`config.mk`:
```
export PLATFORM = sky130hd
export DESIGN_NAME = bound_flasher_monitor
export DESIGN_NICKNAME = d
export VERILOG_FILES = /design/src/rtl/bound_flasher_monitor.sv
export SDC_FILE = /design/constraint.sdc
export NUM_CORES = 1
export LEC_CHECK = 0
export CAP_MARGIN = 20
export CORE_ASPECT_RATIO = 0.75
export CORE_MARGIN = 8
export CORE_UTILIZATION = 38
export CTS_BUF_LIST = sky130_fd_sc_hd__clkbuf_4
export DETAILED_ROUTE_END_ITERATION = 8
export HOLD_SLACK_MARGIN = 0.08
export PLACE_DENSITY = 0.57
export SLEW_MARGIN = 5
export SYNTH_ARGS = -nofsm -noshare
export SYNTH_HDL_FRONTEND = slang
export SYNTH_SLANG_ARGS = --single-unit
```
`constraint.sdc`:
```
create_clock -name clk -period 12.1 [get_ports clk]
set_input_delay 3.025 -clock clk [delete_from_list [all_inputs] [get_ports clk]]
set_output_delay 3.025 -clock clk [all_outputs]
set_load 0.05 [all_outputs]
```
`src/rtl/bound_flasher_monitor.sv`:
```
// Passive observer of the bound flasher LED bar. It decodes each sampled bar
// into a lit-lamp level, follows the expected phase sequence, and flags
// illegal bar codes (CODE) and illegal level moves (STEP). It also counts
// completed flash cycles and errors.
//
// Ports:
//   clk        - clock, rising edge
//   rst        - synchronous active-high reset
//   led        - LED bar under observation, bit 0 is lamp 0
//   level      - lit-lamp count of the last valid sample (0..16)
//   phase      - monitor state (0 IDLE, 1..6 UP1..DN3, 7 SYNC)
//   err        - one-cycle pulse on a detected violation
//   err_code   - cause of the last err (0 none, 1 CODE, 2 STEP), sticky
//   done       - one-cycle pulse when a full flash cycle completes
//   done_count - completed cycles, saturating
//   err_count  - flagged errors, saturating
module bound_flasher_monitor #(
    parameter int unsigned MAX_LED = 16,
    parameter int unsigned CNT_W   = 8
) (
    input  logic               clk,
    input  logic               rst,
    input  logic [MAX_LED-1:0] led,
    output logic [4:0]         level,
    output logic [2:0]         phase,
    output logic               err,
    output logic [1:0]         err_code,
    output logic               done,
    output logic [CNT_W-1:0]   done_count,
    output logic [CNT_W-1:0]   err_count
);

    localparam int unsigned LVL_W = 5;
    localparam int unsigned INC_W = MAX_LED + 1;

    localparam logic [1:0] CODE_NONE = 2'd0;
    localparam logic [1:0] CODE_CODE = 2'd1;
    localparam logic [1:0] CODE_STEP = 2'd2;

    typedef enum logic [2:0] {
        ST_IDLE = 3'd0,
        ST_UP1  = 3'd1,
        ST_DN1  = 3'd2,
        ST_UP2  = 3'd3,
        ST_DN2  = 3'd4,
        ST_UP3  = 3'd5,
        ST_DN3  = 3'd6,
        ST_SYNC = 3'd7
    } phase_e;

    // Level at which each moving phase hands over to the next one.
    function automatic logic [LVL_W-1:0] target_of(input phase_e p);
        case (p)
            ST_UP1:  return LVL_W'(6);
            ST_UP2:  return LVL_W'(11);
            ST_DN2:  return LVL_W'(5);
            ST_UP3:  return LVL_W'(16);
            default: return LVL_W'(0);
        endcase
    endfunction

    function automatic phase_e next_of(input phase_e p);
        case (p)
            ST_UP1:  return ST_DN1;
            ST_DN1:  return ST_UP2;
            ST_UP2:  return ST_DN2;
            ST_DN2:  return ST_UP3;
            ST_UP3:  return ST_DN3;
            default: return ST_IDLE;
        endcase
    endfunction

    function automatic logic is_up(input phase_e p);
        return (p == ST_UP1) || (p == ST_UP2) || (p == ST_UP3);
    endfunction

    logic [MAX_LED-1:0] led_q;
    // Marks led_q as a real sample; the reset value of led_q is not one,
    // otherwise it would drag SYNC into IDLE before the bar actually reads 0.
    logic               led_v;
    phase_e             phase_q;
    phase_e             phase_d;

    logic [INC_W-1:0]   led_inc;
    logic               bar_ok;
    logic [LVL_W-1:0]   bar_lvl;
    logic               step_ok;
    logic [1:0]         fault;

    logic [LVL_W-1:0]   level_d;
    logic               err_d;
    logic [1:0]         code_d;
    logic               done_d;
    logic [CNT_W-1:0]   done_cnt_d;
    logic [CNT_W-1:0]   err_cnt_d;

    assign phase = phase_q;

    // Thermometer check: x & (x+1) is zero only for a run of ones from bit 0.
    always_comb begin
        led_inc = {1'b0, led_q} + INC_W'(1);
        bar_ok  = (({1'b0, led_q} & led_inc) == '0);
        bar_lvl = '0;
        for (int i = 0; i < MAX_LED; i++) begin
            bar_lvl = bar_lvl + LVL_W'(led_q[i]);
        end
    end

    // level always holds the last valid L, so it doubles as prev_L.
    assign step_ok = is_up(phase_q) ? (bar_lvl == level + LVL_W'(1))
                                    : (bar_lvl + LVL_W'(1) == level);

    // Next-state and output logic.
    always_comb begin
        phase_d    = phase_q;
        level_d    = level;
        err_d      = 1'b0;
        code_d     = err_code;
        done_d     = 1'b0;
        done_cnt_d = done_count;
        err_cnt_d  = err_count;
        fault      = CODE_NONE;

        if (led_v) begin
            if (!bar_ok) begin
                if (phase_q != ST_SYNC) begin
                    fault = CODE_CODE;
                end
            end else begin
                level_d = bar_lvl;
                case (phase_q)
                    ST_SYNC: begin
                        if (bar_lvl == '0) begin
                            phase_d = ST_IDLE;
                        end
                    end
                    ST_IDLE: begin
                        if (bar_lvl == LVL_W'(1)) begin
                            phase_d = ST_UP1;
                        end else if (bar_lvl != '0) begin
                            fault = CODE_STEP;
                        end
                    end
                    default: begin
                        if (!step_ok) begin
                            fault = CODE_STEP;
                        end else if (bar_lvl == target_of(phase_q)) begin
                            phase_d = next_of(phase_q);
                            if (phase_q == ST_DN3) begin
                                done_d = 1'b1;
                                if (done_count != '1) begin
                                    done_cnt_d = done_count + CNT_W'(1);
                                end
                            end
                        end
                    end
                endcase
            end

            if (fault != CODE_NONE) begin
                err_d   = 1'b1;
                code_d  = fault;
                phase_d = ST_SYNC;
                if (err_count != '1) begin
                    err_cnt_d = err_count + CNT_W'(1);
                end
            end
        end
    end

    // State and output registers.
    always_ff @(posedge clk) begin
        if (rst) begin
            led_q      <= '0;
            led_v      <= 1'b0;
            phase_q    <= ST_SYNC;
            level      <= '0;
            err        <= 1'b0;
            err_code   <= CODE_NONE;
            done       <= 1'b0;
            done_count <= '0;
            err_count  <= '0;
        end else begin
            led_q      <= led;
            led_v      <= 1'b1;
            phase_q    <= phase_d;
            level      <= level_d;
            err        <= err_d;
            err_code   <= code_d;
            done       <= done_d;
            done_count <= done_cnt_d;
            err_count  <= err_cnt_d;
        end
    end

endmodule
```
==> flow_metrics.py <==
metrics = {
    "clocking": {
        "cts_hold_buf": 0,
        "clk_pin_slew_ns": 0.15,
        "clock-sinks": 45,
        "numCtsBuffers": 5,
        "cts_tree": "yes",
        "postCtsSetupBuffers": 0,
        "htree_num_levels": 2,
        "insertion_delay_ns": 0.37,
        "clk_path_buf_depth": 2,
        "root_buffer": "clkbuf_4",
        "ctsResizeCount": 0,
    },
    "routing": {
        "drt_first_iter_violations": 129,
        "vias": 2526,
        "route.detailed.drc": 0,
        "drt_wl_total_mm": 7.07,
        "dr.pass1.iters": 4,
        "viasPerCell": 5.26,
        "wl_per_cell_um": 14.7,
        "drtAntennaViolNets": 0,
    },
    "timing": {
        "setup_viol": 0,
        "period_share_pct": 48.8,
        "setup_tns_ns": 0,
        "finClkSkew_ns": 0.0213,
        "hold_viol_final": 0,
        "slew_headroom_pct": 58.9,
        "period_needed_ns": 5.90,
        "rsz0062_at_grt": "false",
        "worst_pin_slew_ns": 0.615,
        "max_freq_ghz": 0.169,
        "finalMaxSlewViolations": 0,
        "holdWs_ns": 0.489,
    },
    "setup_path": {
        "r2r_start": "led_q[0]",
        "r2r-end": "done_count[4]",
        "path_class": "reg2reg",
        "startpoint_type": "flop",
        "required_ns": 12.37,
        "reg2reg_depth": 17,
        "end_kind": "flop",
        "reg2reg_slack_ns": 6.20,
        "crit_fanout": 9,
        "cp.arrival_ns": 6.18,
    },
    "finish": {
        "final_nets": 419,
        "area_growth_pct": 20.8,
        "n_antenna_cell": 0,
        "drive_gt1_share_pct": 6.86,
        "final_cell_area_um2": 3510,
    },
    "min_path": {
        "holdPathEnd": "err_code[1]",
        "min_from": "err_code[1]",
        "whs_path_depth": 2,
        "hold_path_class": "reg2reg",
    },
    "yosys": {
        "netlist_area_um2": 2900,
        "ys_ff_latch": 45,
        "synthArstFlopShare_pct": 0,
        "synth_top_flop_cell": "dfxtp_1",
        "synth.distinct_cells": 59,
        "avgSynthCellArea_um2": 8.57,
        "synthCells": 339,
        "yosysSeqAreaShare_pct": 31.0,
        "syn-num-nets": 380,
        "synth_warnings": 0,
        "synth_edf_count": 0,
    },
    "place": {
        "io_buffers": 45,
        "dp_hpwl_mm": 5.41,
        "place_congestion": 0.875,
        "dpl_cell_area_um2": 3410,
    },
    "die": {
        "initial_core_util_pct": 39.4,
        "die_y_um": 91.7,
        "ioPinCount": 46,
        "chipWidth_um": 117,
        "num_rows": 27,
        "coreArea_um2": 7360,
        "die_area_um2": 10700,
    },
    "pwr": {
        "comb_power_share_pct": 53.2,
        "p_total_w": 0.000575,
        "p_int_w": 0.000318,
        "power.switching_w": 0.000257,
        "power_density_nw_per_um2": 164,
        "p_sw_share_pct": 44.7,
        "clkPwrFrac_pct": 17.6,
        "leakage_nw": 1.34,
        "vdd_drop_max_v": 0.0000680,
        "seq_power_share_pct": 29.2,
    },
    "grt": {
        "grt.total_usage_pct": 13.9,
        "grt_max_degree": 47,
        "grt_pass1_vias": 2481,
        "grt_pass1_wl_mm": 12.2,
        "antenna_found_initial": 0,
        "grt_overflow_total": 0,
    },
    "run_status": {
        "outcome": "completed",
    },
    "flow_run": {
        "cap_violations": 0,
    },
}
-- layer usage --
layer / global-route usage, % / up-vias / share of wire, %
met5: 0 / - / 0
met4: 3.83 / 0 / 1.2
met3: 4.06 / 8 / 6.0
met2: 20.5 / 61 / 42
met1: 19.2 / 1175 / 50
li1: - / 1282 / -
-- per-stage QoR --
| stage | util (%) | worst slack (ns) | instances |
|---|---|---|---|
| floorplan | - | 6.67 | 339 |
| finish | 47.6 | 6.20 | 480 |
| global route | 47.6 | 5.85 | 480 |
| detailed placement | 46.3 | 5.87 | 471 |
| CTS | 47.5 | 5.87 | 479 |
| global placement | 46.3 | 6.00 | 471 |
-- layout make-up --
type                       count  area, um^2
tap                          101         126
sequential                    45         901
clock inverter                 3        50.0
clock buffer                   5        37.5
fill                         740        3860
multi-input combinational    254        1830
inverter                      25        93.8
timing repair buffer          47         465
-- worst max path at each step --
stage               startpoint       endpoint  slack (ns)  depth (start not counted)
CTS                   led_q[0]  done_count[4]        5.87                         16
global route          led_q[0]   err_count[3]        5.85                         16
detailed placement    led_q[0]  done_count[4]        5.87                         16
global placement      led_q[0]  done_count[4]        6.00                         16
finish                led_q[0]  done_count[4]        6.20                         17
floorplan             led_q[0]  done_count[4]        6.67                         18
-- worst max-delay path: stages (launching register included) --
cell,delay (ns)
dfxtp_1,0.38
inv_1,0.09
fa_1,0.56
fa_1,0.44
fa_1,0.49
fa_1,0.51
inv_1,0.04
ha_1,0.23
fa_1,0.71
ha_1,0.25
nand2_1,0.07
or4_4,0.44
a211oi_1,0.29
o32ai_2,0.21
nor4_2,0.38
clkbuf_4,0.28
nand4_2,0.12
mux2_4,0.31
-- kinds of logic (layout without fill, tap and decap cells) --
family / after synthesis / count (layout) / share of synthesized area, %
AO/OA/AOI/OAI: 68 / 68 / 17.0
XOR/XNOR: 14 / 14 / 4.96
flip-flops: 45 / 45 / 31.0
adder cells (fa/ha/maj): 23 / 23 / 12.5
AND/OR/NAND/NOR: 146 / 146 / 27.5
multiplexers: 3 / 3 / 1.21
buffers and inverters: 40 / 80 / 5.82
-- cell usage after synthesis (2+ instances only) --
| master | number | share of area, % |
|---|---|---|
| a211oi_1 | 4 | 1.0 |
| a21boi_0 | 2 | 0.52 |
| a21oi_1 | 21 | 3.6 |
| a221oi_1 | 2 | 0.60 |
| a31o_1 | 3 | 0.90 |
| a31oi_1 | 4 | 0.86 |
| a41oi_1 | 3 | 0.90 |
| and2_1 | 2 | 0.43 |
| and3_1 | 7 | 1.5 |
| buf_4 | 3 | 0.78 |
| clkbuf_1 | 11 | 1.4 |
| dfxtp_1 | 45 | 31 |
| fa_1 | 10 | 6.9 |
| ha_1 | 13 | 5.6 |
| inv_1 | 25 | 3.2 |
| mux2i_1 | 2 | 0.69 |
| nand2_1 | 20 | 2.6 |
| nand3_1 | 25 | 4.3 |
| nand4_1 | 6 | 1.3 |
| nand4bb_1 | 2 | 0.78 |
| nor2_1 | 29 | 3.7 |
| nor2b_1 | 23 | 5.0 |
| nor3_1 | 9 | 1.6 |
| nor4_1 | 4 | 0.86 |
| o21ai_0 | 9 | 1.6 |
| o31ai_1 | 5 | 1.3 |
| or2_2 | 4 | 0.86 |
| or3_1 | 4 | 0.86 |
| or4_1 | 2 | 0.52 |
| xnor2_1 | 3 | 0.90 |
| xor2_1 | 9 | 2.7 |
-- state kept, by name (all words and copies together), names as in the netlist --
name        count
led_q          16
done_count      8
err_count       8
level           5
phase           3
err_code        2
done            1
err             1
led_v           1
-- power groups by stage --
stage	registers, W	clock network (W)	logic [W]
after floorplan	0.000180	0	0.000230
after global placement	0.000171	0	0.000298
after detailed placement	0.000171	0	0.000302
after CTS	0.000168	0.000105	0.000304
after global routing	0.000170	0.000112	0.000340
final	0.000168	0.000101	0.000306
-- placed cells by master, fill, tap and decap left out, types with 5 or more instances in the layout --
cell type         n
a21oi_1          21
and3_1            7
clkbuf_4          6
clkdlybuf4s50_1  45
dfxtp_1          45
fa_1             10
ha_1             13
inv_1            25
nand2_1          20
nand3_1          25
nand4_1           6
nor2_1           29
nor2b_1          23
nor3_1            9
o21ai_0           9
o31ai_1           5
xor2_1            9
No activity file was read; power rests on OpenSTA's default activity.
